<file path="src/rtl/katana_motion.sv">
// Katana blade tracker: EMA-smooths the per-frame centroid, derives per-update
// velocity, and raises a held slash event on fast blade motion.
module katana_motion #(
  parameter int SMOOTH_SHIFT = 1,
  parameter int SPEED_THRESH = 40,
  parameter int HOLD_FRAMES  = 4,
  parameter int MAX_MISS     = 8
) (
  input  logic               clk_in,
  input  logic               rst_in,
  input  logic [10:0]        x_in,
  input  logic [9:0]         y_in,
  input  logic               com_valid_in,
  input  logic               frame_tick_in,
  output logic [10:0]        x_out,
  output logic [9:0]         y_out,
  output logic signed [11:0] dx_out,
  output logic signed [10:0] dy_out,
  output logic               tracking_out,
  output logic               update_out,
  output logic               slash_out,
  output logic               slash_start_out
);

  localparam int HW = $clog2(HOLD_FRAMES + 1);
  localparam int MW = $clog2(MAX_MISS + 1);

  typedef enum logic {IDLE, TRACK} state_t;

  state_t         state, state_next;
  logic [HW-1:0]  hold_cnt;
  logic [MW-1:0]  miss_cnt, miss_next;
  logic           seen;
  logic           pending;
  logic           drop;
  logic           slash_hit;

  logic signed [11:0] diff_x, step_x;
  logic signed [10:0] diff_y, step_y;
  logic [11:0]        abs_dx;
  logic [10:0]        abs_dy;
  logic [12:0]        speed;

  assign tracking_out = (state == TRACK);

  // NOTE: every variable written in always_comb is defaulted first, so no path leaves it unassigned (no latch).
  always_comb begin
    diff_x     = signed'({1'b0, x_in}) - signed'({1'b0, x_out});
    diff_y     = signed'({1'b0, y_in}) - signed'({1'b0, y_out});
    step_x     = diff_x >>> SMOOTH_SHIFT;
    step_y     = diff_y >>> SMOOTH_SHIFT;
    abs_dx     = dx_out[11] ? 12'(-dx_out) : 12'(dx_out);
    abs_dy     = dy_out[10] ? 11'(-dy_out) : 11'(dy_out);
    speed      = {1'b0, abs_dx} + {2'b00, abs_dy};
    slash_hit  = pending && (speed >= 13'(SPEED_THRESH));
    miss_next  = (seen || com_valid_in) ? '0 : miss_cnt + MW'(1);
    drop       = (state == TRACK) && frame_tick_in && (miss_next == MW'(MAX_MISS));
    state_next = state;
    case (state)
      IDLE:    if (com_valid_in) state_next = TRACK;
      TRACK:   if (drop)         state_next = IDLE;
      default: state_next = IDLE;
    endcase
  end

  // NOTE: sequential state uses non-blocking assignments so every register samples pre-edge values.
  always_ff @(posedge clk_in) begin
    if (rst_in) begin
      state           <= IDLE;
      x_out           <= '0;
      y_out           <= '0;
      dx_out          <= '0;
      dy_out          <= '0;
      update_out      <= 1'b0;
      slash_out       <= 1'b0;
      slash_start_out <= 1'b0;
      hold_cnt        <= '0;
      miss_cnt        <= '0;
      seen            <= 1'b0;
      pending         <= 1'b0;
    end else begin
      state           <= state_next;
      update_out      <= 1'b0;
      slash_start_out <= 1'b0;
      pending         <= 1'b0;
      seen            <= frame_tick_in ? 1'b0 : (seen | com_valid_in);

      // Stage 2: a fresh detection reloads the hold even on a tick cycle.
      if (slash_hit) begin
        hold_cnt        <= HW'(HOLD_FRAMES);
        slash_out       <= 1'b1;
        slash_start_out <= ~slash_out;
      end else if (frame_tick_in && hold_cnt != '0) begin
        hold_cnt <= hold_cnt - HW'(1);
        if (hold_cnt == HW'(1)) slash_out <= 1'b0;
      end

      if (state == TRACK && frame_tick_in) miss_cnt <= miss_next;

      if (drop) begin
        dx_out          <= '0;
        dy_out          <= '0;
        slash_out       <= 1'b0;
        slash_start_out <= 1'b0;
        hold_cnt        <= '0;
        miss_cnt        <= '0;
      end else if (com_valid_in) begin
        update_out <= 1'b1;
        if (state == IDLE) begin
          x_out    <= x_in;
          y_out    <= y_in;
          dx_out   <= '0;
          dy_out   <= '0;
          miss_cnt <= '0;
        end else begin
          // The smoothed point always lies between s and raw, so truncation is exact.
          x_out   <= x_out + step_x[10:0];
          y_out   <= y_out + step_y[9:0];
          dx_out  <= step_x;
          dy_out  <= step_y;
          pending <= 1'b1;
        end
      end
    end
  end

endmodule

</file>
<file path="config.mk">
export PLATFORM = sky130hd
export DESIGN_NAME = katana_motion
export DESIGN_NICKNAME = d
export VERILOG_FILES = /design/src/rtl/katana_motion.sv
export SDC_FILE = /design/constraint.sdc
export NUM_CORES = 1
export LEC_CHECK = 0
export BUFFER_PORTS_ARGS = -buffer_cell sky130_fd_sc_hd__buf_2
export CELL_PAD_IN_SITES_DETAIL_PLACEMENT = 0
export CELL_PAD_IN_SITES_GLOBAL_PLACEMENT = 2
export CORE_MARGIN = 3
export CORE_UTILIZATION = 31
export DETAILED_ROUTE_END_ITERATION = 16
export PLACE_DENSITY = 0.74
export SETUP_SLACK_MARGIN = 0.15
export SLEW_MARGIN = 20
export SYNTH_ARGS = -nofsm -noshare
export SYNTH_HDL_FRONTEND = slang
export SYNTH_SLANG_ARGS = --single-unit
</file>
<file path="constraint.sdc">
create_clock -name clk_in -period 5.9 [get_ports clk_in]
set_input_delay 0.295 -clock clk_in [delete_from_list [all_inputs] [get_ports clk_in]]
set_output_delay 0.295 -clock clk_in [all_outputs]
set_load 0.005 [all_outputs]
</file>
==> flow_summary_export.csv, run 1 <==
group,metric,value,unit
synthesis,synth_edf_count,0,
placed_design,io_buffers,72,
global_route,groute.usage.overall,0.159,
power_and_ir_drop,netSwitchingFraction,0.380,
synthesis,synth_seq_cells,55,
routing,drt.antenna.violating_nets,0,
placed_design,hpwlAfterDp,10.4,mm
placed_design,place_congestion,0.797,
final_layout,fillers,1556,
final_layout,area_growth,14.9,%
clock_network,clk-insertion-delay-late,0.30,ns
synthesis,yosysMostFrequentCell,"nor2_1",
final_layout,stdcell_area,5470,µm²
timing,setup_viol,0,
routing,wl,13.2,mm
global_route,antenna_found_initial,0,
placed_design,place_ws,2.36,ns
floorplan,pin_count,73,
placed_design,dpl_cell_area,5290,µm²
worst_setup_path,critPathKind,"register to register",
clock_network,htree_levels,2,
power_and_ir_drop,p_int,991,µW
worst_setup_path,crit_required,6.07,ns
power_and_ir_drop,p_comb_frac,0.471,
worst_setup_path,path_max_fanout,5,
power_and_ir_drop,p_leak,2.45,nW
synthesis,async_flop_share,0,
worst_setup_path,slowest_delay,0.45,ns
power_and_ir_drop,switchingPower,608,µW
synthesis,netlist_instances,600,
worst_setup_path,path_cells,"inv_1 > fa_1 > a211oi_1 > nor2_1 > o31a_1 > nor3_1 > nor2_1 > xor2_1 > ha_1 > or3_1 > a21o_1 > a31oi_1 > xor2_1 > mux2i_1 > nor2_1",
floorplan,start_util,0.322,
timing,worst_pin_slew,0.775,ns
routing,drc,0,
synthesis,synthDistinctLibCells,63,
synthesis,synth.area.top_cells,"dfxtp_1 23%, ha_1 14%, xnor2_1 6.8%",
floorplan,rows,44,
timing,rsz0062_at_grt,"no",
power_and_ir_drop,ir_worst_vdd,0.000110,V
floorplan,die_area,16900,µm²
synthesis,ys_warn_count,0,
run_status,outcome,"completed",
clock_network,cts_hold_buffers,0,
worst_setup_path,cpMaxStageDelayCell,"dfxtp_1",
power_and_ir_drop,pwr-share-clk,0.243,
worst_setup_path,cp-start-kind,"register",
timing,slew-limit-headroom,0.482,
floorplan,fp.coreArea,14800,µm²
timing,fmax,285,MHz
final_layout,antennaDiodeCount,0,
global_route,grt_pass1_wl,21.4,mm
worst_setup_path,cp_common_cell,"nor2_1",
final_layout,layout-drive-gt1-share,0.144,
timing,finClkSkew,0.00530,ns
clock_network,clock_tree.root_cell,"clkbuf_16",
worst_setup_path,crit_family,"compound AO/OA/AOI/OAI gates",
final_layout,final_util,0.370,
clock_network,cts_setup_buffers,0,
synthesis,yosysTopAreaCell,"dfxtp_1",
worst_setup_path,worstPathArrival,3.68,ns
global_route,grt_max_degree,62,
synthesis,yosysTopAreaCellShare,0.231,
power_and_ir_drop,p_seq_frac,0.286,
routing,vias_per_cell,5.08,
global_route,grt_pass1_vias,4088,
floorplan,die_w,130,µm
clock_network,clkTransAtPathRegs,0.07,ns
clock_network,cts.sinks,55,
clock_network,clock_path_buffers,2,
final_layout,fin_nets,744,
synthesis,synth_seq_area_share,0.231,
timing,period_needed,3.51,ns
floorplan,die_y,130,µm
worst_hold_path,holdCritPathClass,"primary input to register",
global_route,overflow,0,
routing,num_vias,4289,
routing,wl_per_cell,15.7,µm
synthesis,postSynthAreaPerCell,7.94,µm²
routing,first_pass_iters,4,
synthesis,syn_nets,685,
timing,slew_violations,0,
timing,fin_ws,2.39,ns
clock_network,post_cts_resized,0,
clock_network,numCtsBuffers,5,
timing,final.setup.tns,0,ns
routing,first_iter_violations,156,
timing,hold_violations,0,
clock_network,cts_tree,"built",
timing,finalCritPeriodShare,0.595,
worst_setup_path,worst-path-buf-inv,1,
power_and_ir_drop,power_density,292,nW/µm²
synthesis,synth_top_flop_cell,"dfxtp_1",
synthesis,synth_area,4770,µm²
power_and_ir_drop,total_power,1.60,mW
worst_setup_path,end_kind,"register",
flow_run,cap_violations,0,
synthesis,synth_commonest_cells,"73 x nor2_1, 55 x dfxtp_1, 55 x ha_1",
worst register-to-register path, cell delays in order (launching register included):
cell and delay, ns:
dfxtp_1 0.45, inv_1 0.12, fa_1 0.45, a211oi_1 0.23, nor2_1 0.11, o31a_1 0.28, nor3_1 0.14, nor2_1 0.08
xor2_1 0.17, ha_1 0.20, or3_1 0.32, a21o_1 0.16, a31oi_1 0.18, xor2_1 0.22, mux2i_1 0.21, nor2_1 0.05
registers in the layout, indices dropped and copies added, names as in the netlist:
signal           cells
tracking_out         1
slash_start_out      1
dy_out              10
slash_out            1
y_out               10
seen                 1
pending              1
miss_cnt             4
hold_cnt             3
x_out               11
dx_out              11
update_out           1
kinds of logic after synthesis:
| family | Yosys count | share of synthesized area |
|---|---|---|
| compound gates | 169 | 0.234 |
| xor+xnor | 49 | 0.0900 |
| fa+ha+maj | 60 | 0.165 |
| buf+inv | 64 | 0.0520 |
| flops | 55 | 0.231 |
| mux | 20 | 0.0425 |
| other cells | 1 | 0.000787 |
| simple gates | 182 | 0.184 |
final timing paths:
| kind | startpoint | to | slack [ns] | cells after the start |
|---|---|---|---|---|
| max | y_out[1]$_SDFFE_PP0P_ | y_out[9]$_SDFFE_PP0P_ | 2.39 | 15 |
| min | frame_tick_in | seen$_SDFF_PP0_ | 0.29 | 2 |
| max reg2reg | y_out[1]$_SDFFE_PP0P_ | y_out[9]$_SDFFE_PP0P_ | 2.39 | 15 |
| min reg2reg | slash_out$_SDFFE_PP0P_ | slash_start_out$_SDFF_PP0_ | 0.46 | 1 |
through the flow:
step | cells | hold WS [ns]
global placement | 836 | 0.445
finish | 844 | 0.292
CTS | 844 | 0.282
global route | 844 | 0.292
detailed placement | 836 | 0.454
floorplan | 600 | 0.374
per-layer routing:
layer / part of all wire / track usage / wire length (µm) / up-vias
met1: 0.53 / 0.231 / 6970 / 1979
met4: 0.0087 / 0.0312 / 115 / 0
li1: - / - / - / 2238
met2: 0.43 / 0.248 / 5720 / 64
met3: 0.031 / 0.0287 / 416 / 8
met5: 0 / 0 / 0 / -
power groups by stage:
stage / combinational, mW / sequential, mW / clock (mW)
CTS: 0.759 / 0.458 / 0.405
global route: 0.851 / 0.465 / 0.419
detailed placement: 0.754 / 0.467 / 0
finish: 0.753 / 0.458 / 0.389
floorplan: 0.578 / 0.455 / 0
global placement: 0.748 / 0.466 / 0
layout make-up:
type,count,area [µm²],area share
Clock buffer,6,129,0.0235
Clock inverter,2,60.1,0.0110
Inverter,41,154,0.0281
Multi-Input combinational cell,481,3420,0.624
Sequential cell,55,1100,0.201
Tap cell,184,230,0.0421
Timing Repair Buffer,75,383,0.0699
cells in the final DEF (no fill, tap or decap), types with 3 or more instances in the layout:
cell	instances
a211o_1	3
a211oi_1	20
a21o_1	13
a21oi_1	49
a22o_1	4
a2bb2oi_1	4
a31o_2	3
a31oi_1	4
buf_2	72
buf_4	3
clkbuf_16	5
dfxtp_1	55
fa_1	5
ha_1	55
inv_1	39
mux2i_1	18
nand2_1	34
nand2b_1	13
nand3_1	4
nand3b_1	3
nor2_1	73
nor2b_1	17
nor3_1	16
nor3b_1	5
o21ai_0	31
o21ai_1	7
o21ai_2	3
o31a_1	3
o41ai_1	3
or3_1	3
xnor2_1	37
xor2_1	12
(Power assumes the default switching activity.)
==> inputs of run 2 (changes only) <==
==> constraint.sdc (replaced) <==
create_clock -name clk_in -period 3.24 [get_ports clk_in]
set_input_delay 0.162 -clock clk_in [delete_from_list [all_inputs] [get_ports clk_in]]
set_output_delay 0.162 -clock clk_in [all_outputs]
set_load 0.005 [all_outputs]
==> flow_summary_export.csv, run 2 (synthesized netlist as in run 1, its figures left out) <==
group,metric,value,unit
run_status,outcome,"completed",
floorplan,start_util,0.322,
timing,hold_violations,0,
final_layout,layout-drive-gt1-share,0.306,
clock_network,clkTransAtPathRegs,0.08,ns
worst_setup_path,path_max_fanout,5,
floorplan,fp.coreArea,14800,µm²
global_route,grt_pass1_vias,4364,
clock_network,cts.sinks,55,
worst_setup_path,worst_r2r_path_depth,19,
clock_network,numCtsBuffers,5,
final_layout,area_growth,31.3,%
timing,finClkSkew,0.0123,ns
timing,final.setup.tns,0,ns
worst_setup_path,worstPathArrival,3.31,ns
placed_design,io_buffers,72,
global_route,groute.usage.overall,0.165,
worst_setup_path,timing.rr.end,"dy_out[6]$_SDFFE_PP0P_",
flow_run,cap_violations,0,
final_layout,fin_nets,803,
worst_setup_path,cp-start-kind,"register",
worst_hold_path,holdCritPathClass,"primary input to register",
floorplan,die_area,16900,µm²
power_and_ir_drop,total_power,3.27,mW
timing,hold_ws,0.171,ns
worst_hold_path,worstHoldPathCells,2,
clock_network,clk-insertion-delay-late,0.31,ns
global_route,grt_max_degree,40,
worst_setup_path,critPathKind,"register to register",
floorplan,die_y,130,µm
timing,slew_violations,0,
routing,first_pass_iters,4,
routing,drt.antenna.violating_nets,0,
worst_hold_path,whs_endpoint,"seen$_SDFF_PP0_",
timing,worst_pin_slew,0.772,ns
routing,drc,0,
power_and_ir_drop,p_leak,2.82,nW
routing,wl,13.9,mm
clock_network,htree_levels,2,
timing,setup_viol,0,
worst_hold_path,hp-start,"frame_tick_in",
power_and_ir_drop,power_density,522,nW/µm²
floorplan,pin_count,73,
timing,period_needed,3.10,ns
routing,first_iter_violations,219,
global_route,overflow,0,
timing,slew-limit-headroom,0.485,
final_layout,final_util,0.423,
floorplan,rows,44,
clock_network,cts_tree,"built",
placed_design,dpl_cell_area,5580,µm²
timing,rsz0062_at_grt,"yes",
routing,wl_per_cell,15.4,µm
final_layout,stdcell_area,6260,µm²
final_layout,final_common_cell,"buf_2",
clock_network,clock_path_buffers,2,
worst_setup_path,end_kind,"register",
floorplan,die_w,130,µm
placed_design,hpwlAfterDp,10.7,mm
timing,fmax,323,MHz
power_and_ir_drop,ir_worst_vdd,0.000272,V
worst_setup_path,rrSetupSlack,0.14,ns
routing,num_vias,4560,
global_route,antenna_found_initial,0,
routing,vias_per_cell,5.05,
worst_setup_path,crit-reg2reg-launch,"y_out[2]$_SDFFE_PP0P_",
final_layout,top_regs,"dx_out: 11 flops, x_out: 11 flops",
timing,finalCritPeriodShare,0.955,
placed_design,place_congestion,0.792,
final_layout,antennaDiodeCount,0,
worst_setup_path,crit_required,3.45,ns
final_layout,mostFrequentLayoutCells,"72 x buf_2, 71 x nor2_1, 62 x buf_4",
global_route,grt_pass1_wl,22.2,mm
clock_network,clock_tree.root_cell,"clkbuf_16",
-- run 2: report_power, final --
part           internal, mW  total, mW  switching, mW  leakage [nW]
Combinational         0.936       1.85          0.918          2.29
Clock                 0.295      0.591          0.295        0.0748
Sequential            0.751      0.823         0.0720         0.454
-- run 2: area by class of cell --
type / instances / area (µm²)
Clock buffer: 5 / 125
Inverter: 41 / 154
Fill cell: 1518 / 8550
Sequential cell: 55 / 1110
Tap cell: 184 / 230
Clock inverter: 3 / 26.3
Multi-Input combinational cell: 481 / 3780
Timing Repair Buffer: 134 / 826
-- run 2: metal layers --
metal / wire length (µm) / track usage / share of wire / vias to the layer above
li1: - / - / - / 2359
met1: 6900 / 0.229 / 0.50 / 2122
met2: 6380 / 0.264 / 0.46 / 65
met3: 444 / 0.0311 / 0.032 / 14
met4: 178 / 0.0410 / 0.013 / 0
met5: 0 / 0 / 0 / -
-- run 2: through the flow --
| stage | instances | worst slack (ns) |
|---|---|---|
| global route | 903 | -0.0934 |
| CTS | 895 | 0.139 |
| floorplan | 600 | 0.174 |
| global placement | 872 | 0.0619 |
| finish | 903 | 0.145 |
| detailed placement | 872 | 0.0392 |
-- run 2: worst max-delay path by stage --
| stage | from | endpoint | slack, ns | cells past startpoint |
|---|---|---|---|---|
| after floorplan | y_out[0]$_SDFFE_PP0P_ | y_out[9]$_SDFFE_PP0P_ | 0.17 | 15 |
| after global placement | y_in[0] | y_out[9]$_SDFFE_PP0P_ | 0.06 | 16 |
| after detailed placement | y_out[2]$_SDFFE_PP0P_ | y_out[9]$_SDFFE_PP0P_ | 0.04 | 15 |
| after CTS | y_out[0]$_SDFFE_PP0P_ | y_out[9]$_SDFFE_PP0P_ | 0.14 | 15 |
| after global routing | y_out[0]$_SDFFE_PP0P_ | y_out[9]$_SDFFE_PP0P_ | -0.09 | 15 |
| final | y_out[2]$_SDFFE_PP0P_ | dy_out[6]$_SDFFE_PP0P_ | 0.14 | 19 |
-- run 2: worst max-delay path, stage by stage, from the launching register on --
cell and delay [ns]:
dfxtp_2 0.34, inv_2 0.04, ha_4 0.23, a21o_1 0.19, a31o_4 0.22, a211oi_2 0.21
o21bai_1 0.10, a21oi_1 0.16, xnor2_1 0.12, buf_4 0.15, buf_4 0.12, buf_4 0.12
buf_4 0.12, buf_4 0.13, buf_4 0.12, buf_4 0.12, buf_4 0.12, buf_4 0.11
buf_4 0.13, a21o_1 0.14
-- run 2: repair_timing --
item	CTS	global route
setup endpoints to repair	5	14
pin swaps	20	30
hold buffers	0	0
gates resized for setup	19	55
setup buffers	15	8
==> inputs of run 3 (changes only) <==
==> constraint.sdc (replaced) <==
create_clock -name clk_in -period 3.24 [get_ports clk_in]
set_input_delay 0.648 -clock clk_in [delete_from_list [all_inputs] [get_ports clk_in]]
set_output_delay 0.648 -clock clk_in [all_outputs]
set_load 0.005 [all_outputs]
==> flow_summary_export.csv, run 3 (synthesized netlist as in run 1, its figures left out) <==
group,metric,value,unit
run_status,outcome,"complete, but fails checks",
run_status,violations,"negative setup slack",
clock_network,cts_hold_buffers,0,
final_layout,layout-drive-gt1-share,0.357,
placed_design,hpwlAfterDp,11.2,mm
timing,finalCritPeriodShare,1.01,
final_layout,stdcell_area,6800,µm²
timing,hold_ws,0.456,ns
routing,drc,0,
clock_network,cts_tree,"built",
routing,wl,14.6,mm
routing,first_iter_violations,216,
placed_design,dpl_cell_area,6040,µm²
clock_network,clock_path_buffers,2,
routing,wl_per_cell,15.3,µm
clock_network,clk-insertion-delay-late,0.32,ns
timing,slew_violations,0,
timing,fin_ws,-0.0285,ns
power_and_ir_drop,power_density,529,nW/µm²
floorplan,pin_count,73,
timing,rsz0062_at_grt,"yes",
floorplan,fp.coreArea,14800,µm²
timing,setup_viol,1,
floorplan,start_util,0.322,
worst_setup_path,end_kind,"register",
routing,vias_per_cell,4.97,
clock_network,cts.sinks,55,
global_route,overflow,0,
global_route,groute.usage.overall,0.171,
final_layout,mostFrequentLayoutCells,"102 x buf_4, 70 x nor2_1, 68 x buf_2",
clock_network,numCtsBuffers,5,
timing,slew-limit-headroom,0.541,
floorplan,die_y,130,µm
clock_network,clkTransAtPathRegs,0.08,ns
global_route,grt_pass1_wl,23.0,mm
placed_design,io_buffers,72,
global_route,grt_max_degree,33,
flow_run,cap_violations,0,
timing,finClkSkew,0.00711,ns
worst_setup_path,worstPathArrival,3.47,ns
routing,drt.antenna.violating_nets,0,
final_layout,top_regs,"dx_out: 11 flops, x_out: 11 flops",
placed_design,place_congestion,0.838,
floorplan,die_w,130,µm
worst_setup_path,cp-start-kind,"primary input",
worst_hold_path,holdCritPathClass,"register to register",
final_layout,final_common_cell,"buf_4",
clock_network,htree_levels,2,
worst_setup_path,critPathKind,"primary input to register",
worst_setup_path,crit_required,3.44,ns
global_route,grt_pass1_vias,4614,
worst_setup_path,path_max_fanout,2,
timing,hold_violations,0,
power_and_ir_drop,p_leak,3.12,nW
clock_network,clock_tree.root_cell,"clkbuf_16",
floorplan,die_area,16900,µm²
timing,worst_pin_slew,0.687,ns
final_layout,area_growth,42.6,%
floorplan,rows,44,
worst_setup_path,rrSetupSlack,0.07,ns
timing,period_needed,3.27,ns
final_layout,fin_nets,857,
final_layout,fillers,1483,
routing,num_vias,4761,
timing,fmax,306,MHz
global_route,antenna_found_initial,0,
final_layout,antennaDiodeCount,0,
power_and_ir_drop,total_power,3.59,mW
routing,first_pass_iters,4,
power_and_ir_drop,ir_worst_vdd,0.000248,V
run 3: timing repair:
item,4_1_cts,5_1_grt
endpoints found under the setup margin,5,16
gates resized for setup,43,41
pin swaps,48,31
buffers inserted,22,3
endpoints found under the hold margin,0,0
gates cloned,0,0
run 3: power by group:
group	total, mW	internal (mW)	switching [mW]
sequential	0.830	0.749	0.0813
combinational	2.16	1.17	0.994
clock	0.599	0.295	0.304
total	3.59	2.21	1.38
run 3: cell type report:
type | count | area (µm²) | area share
Sequential cell | 55 | 1100 | 0.163
Clock inverter | 3 | 26.3 | 0.00387
Tap cell | 184 | 230 | 0.0339
Clock buffer | 5 | 125 | 0.0184
Inverter | 41 | 154 | 0.0226
Multi-Input combinational cell | 481 | 3850 | 0.566
Timing Repair Buffer | 188 | 1310 | 0.193
run 3: metrics by stage:
stage	setup slack, ns	setup TNS (ns)	utilization	cells
2_1_floorplan	-0.144	-0.144	-	600
4_1_cts	-0.0474	-0.0505	0.444	954
3_3_place_gp	-0.416	-1.85	0.408	924
3_5_place_dp	-0.454	-2.10	0.408	924
5_1_grt	-0.117	-0.152	0.459	957
6_report	-0.0285	-0.0285	0.459	957
run 3: metal layers:
layer  vias up  global-route usage  share of wire
met5         -                   0              0
met4         0              0.0465          0.018
met3        18              0.0278          0.027
met2        69               0.283           0.46
met1      2217               0.232           0.49
li1       2457                   -              -
run 3: worst paths after layout:
| path | startpoint | end | cells past startpoint |
|---|---|---|---|
| setup reg to reg | y_out[1]$_SDFFE_PP0P_ | y_out[9]$_SDFFE_PP0P_ | 15 |
| setup / recovery | y_in[0] | y_out[9]$_SDFFE_PP0P_ | 16 |
| hold reg to reg | slash_out$_SDFFE_PP0P_ | slash_start_out$_SDFF_PP0_ | 1 |
| hold / removal | slash_out$_SDFFE_PP0P_ | slash_start_out$_SDFF_PP0_ | 1 |
run 3: critical path, stage by stage:
cell,delay (ns)
buf_6,0.09
nand2b_4,0.13
fa_2,0.36
a211oi_2,0.18
nor2_1,0.08
o31a_1,0.28
nor3_2,0.15
nor2_1,0.06
xor2_1,0.16
ha_2,0.18
or3_1,0.33
a21o_1,0.17
a31oi_1,0.18
xor2_1,0.20
mux2i_1,0.20
nor2_1,0.05
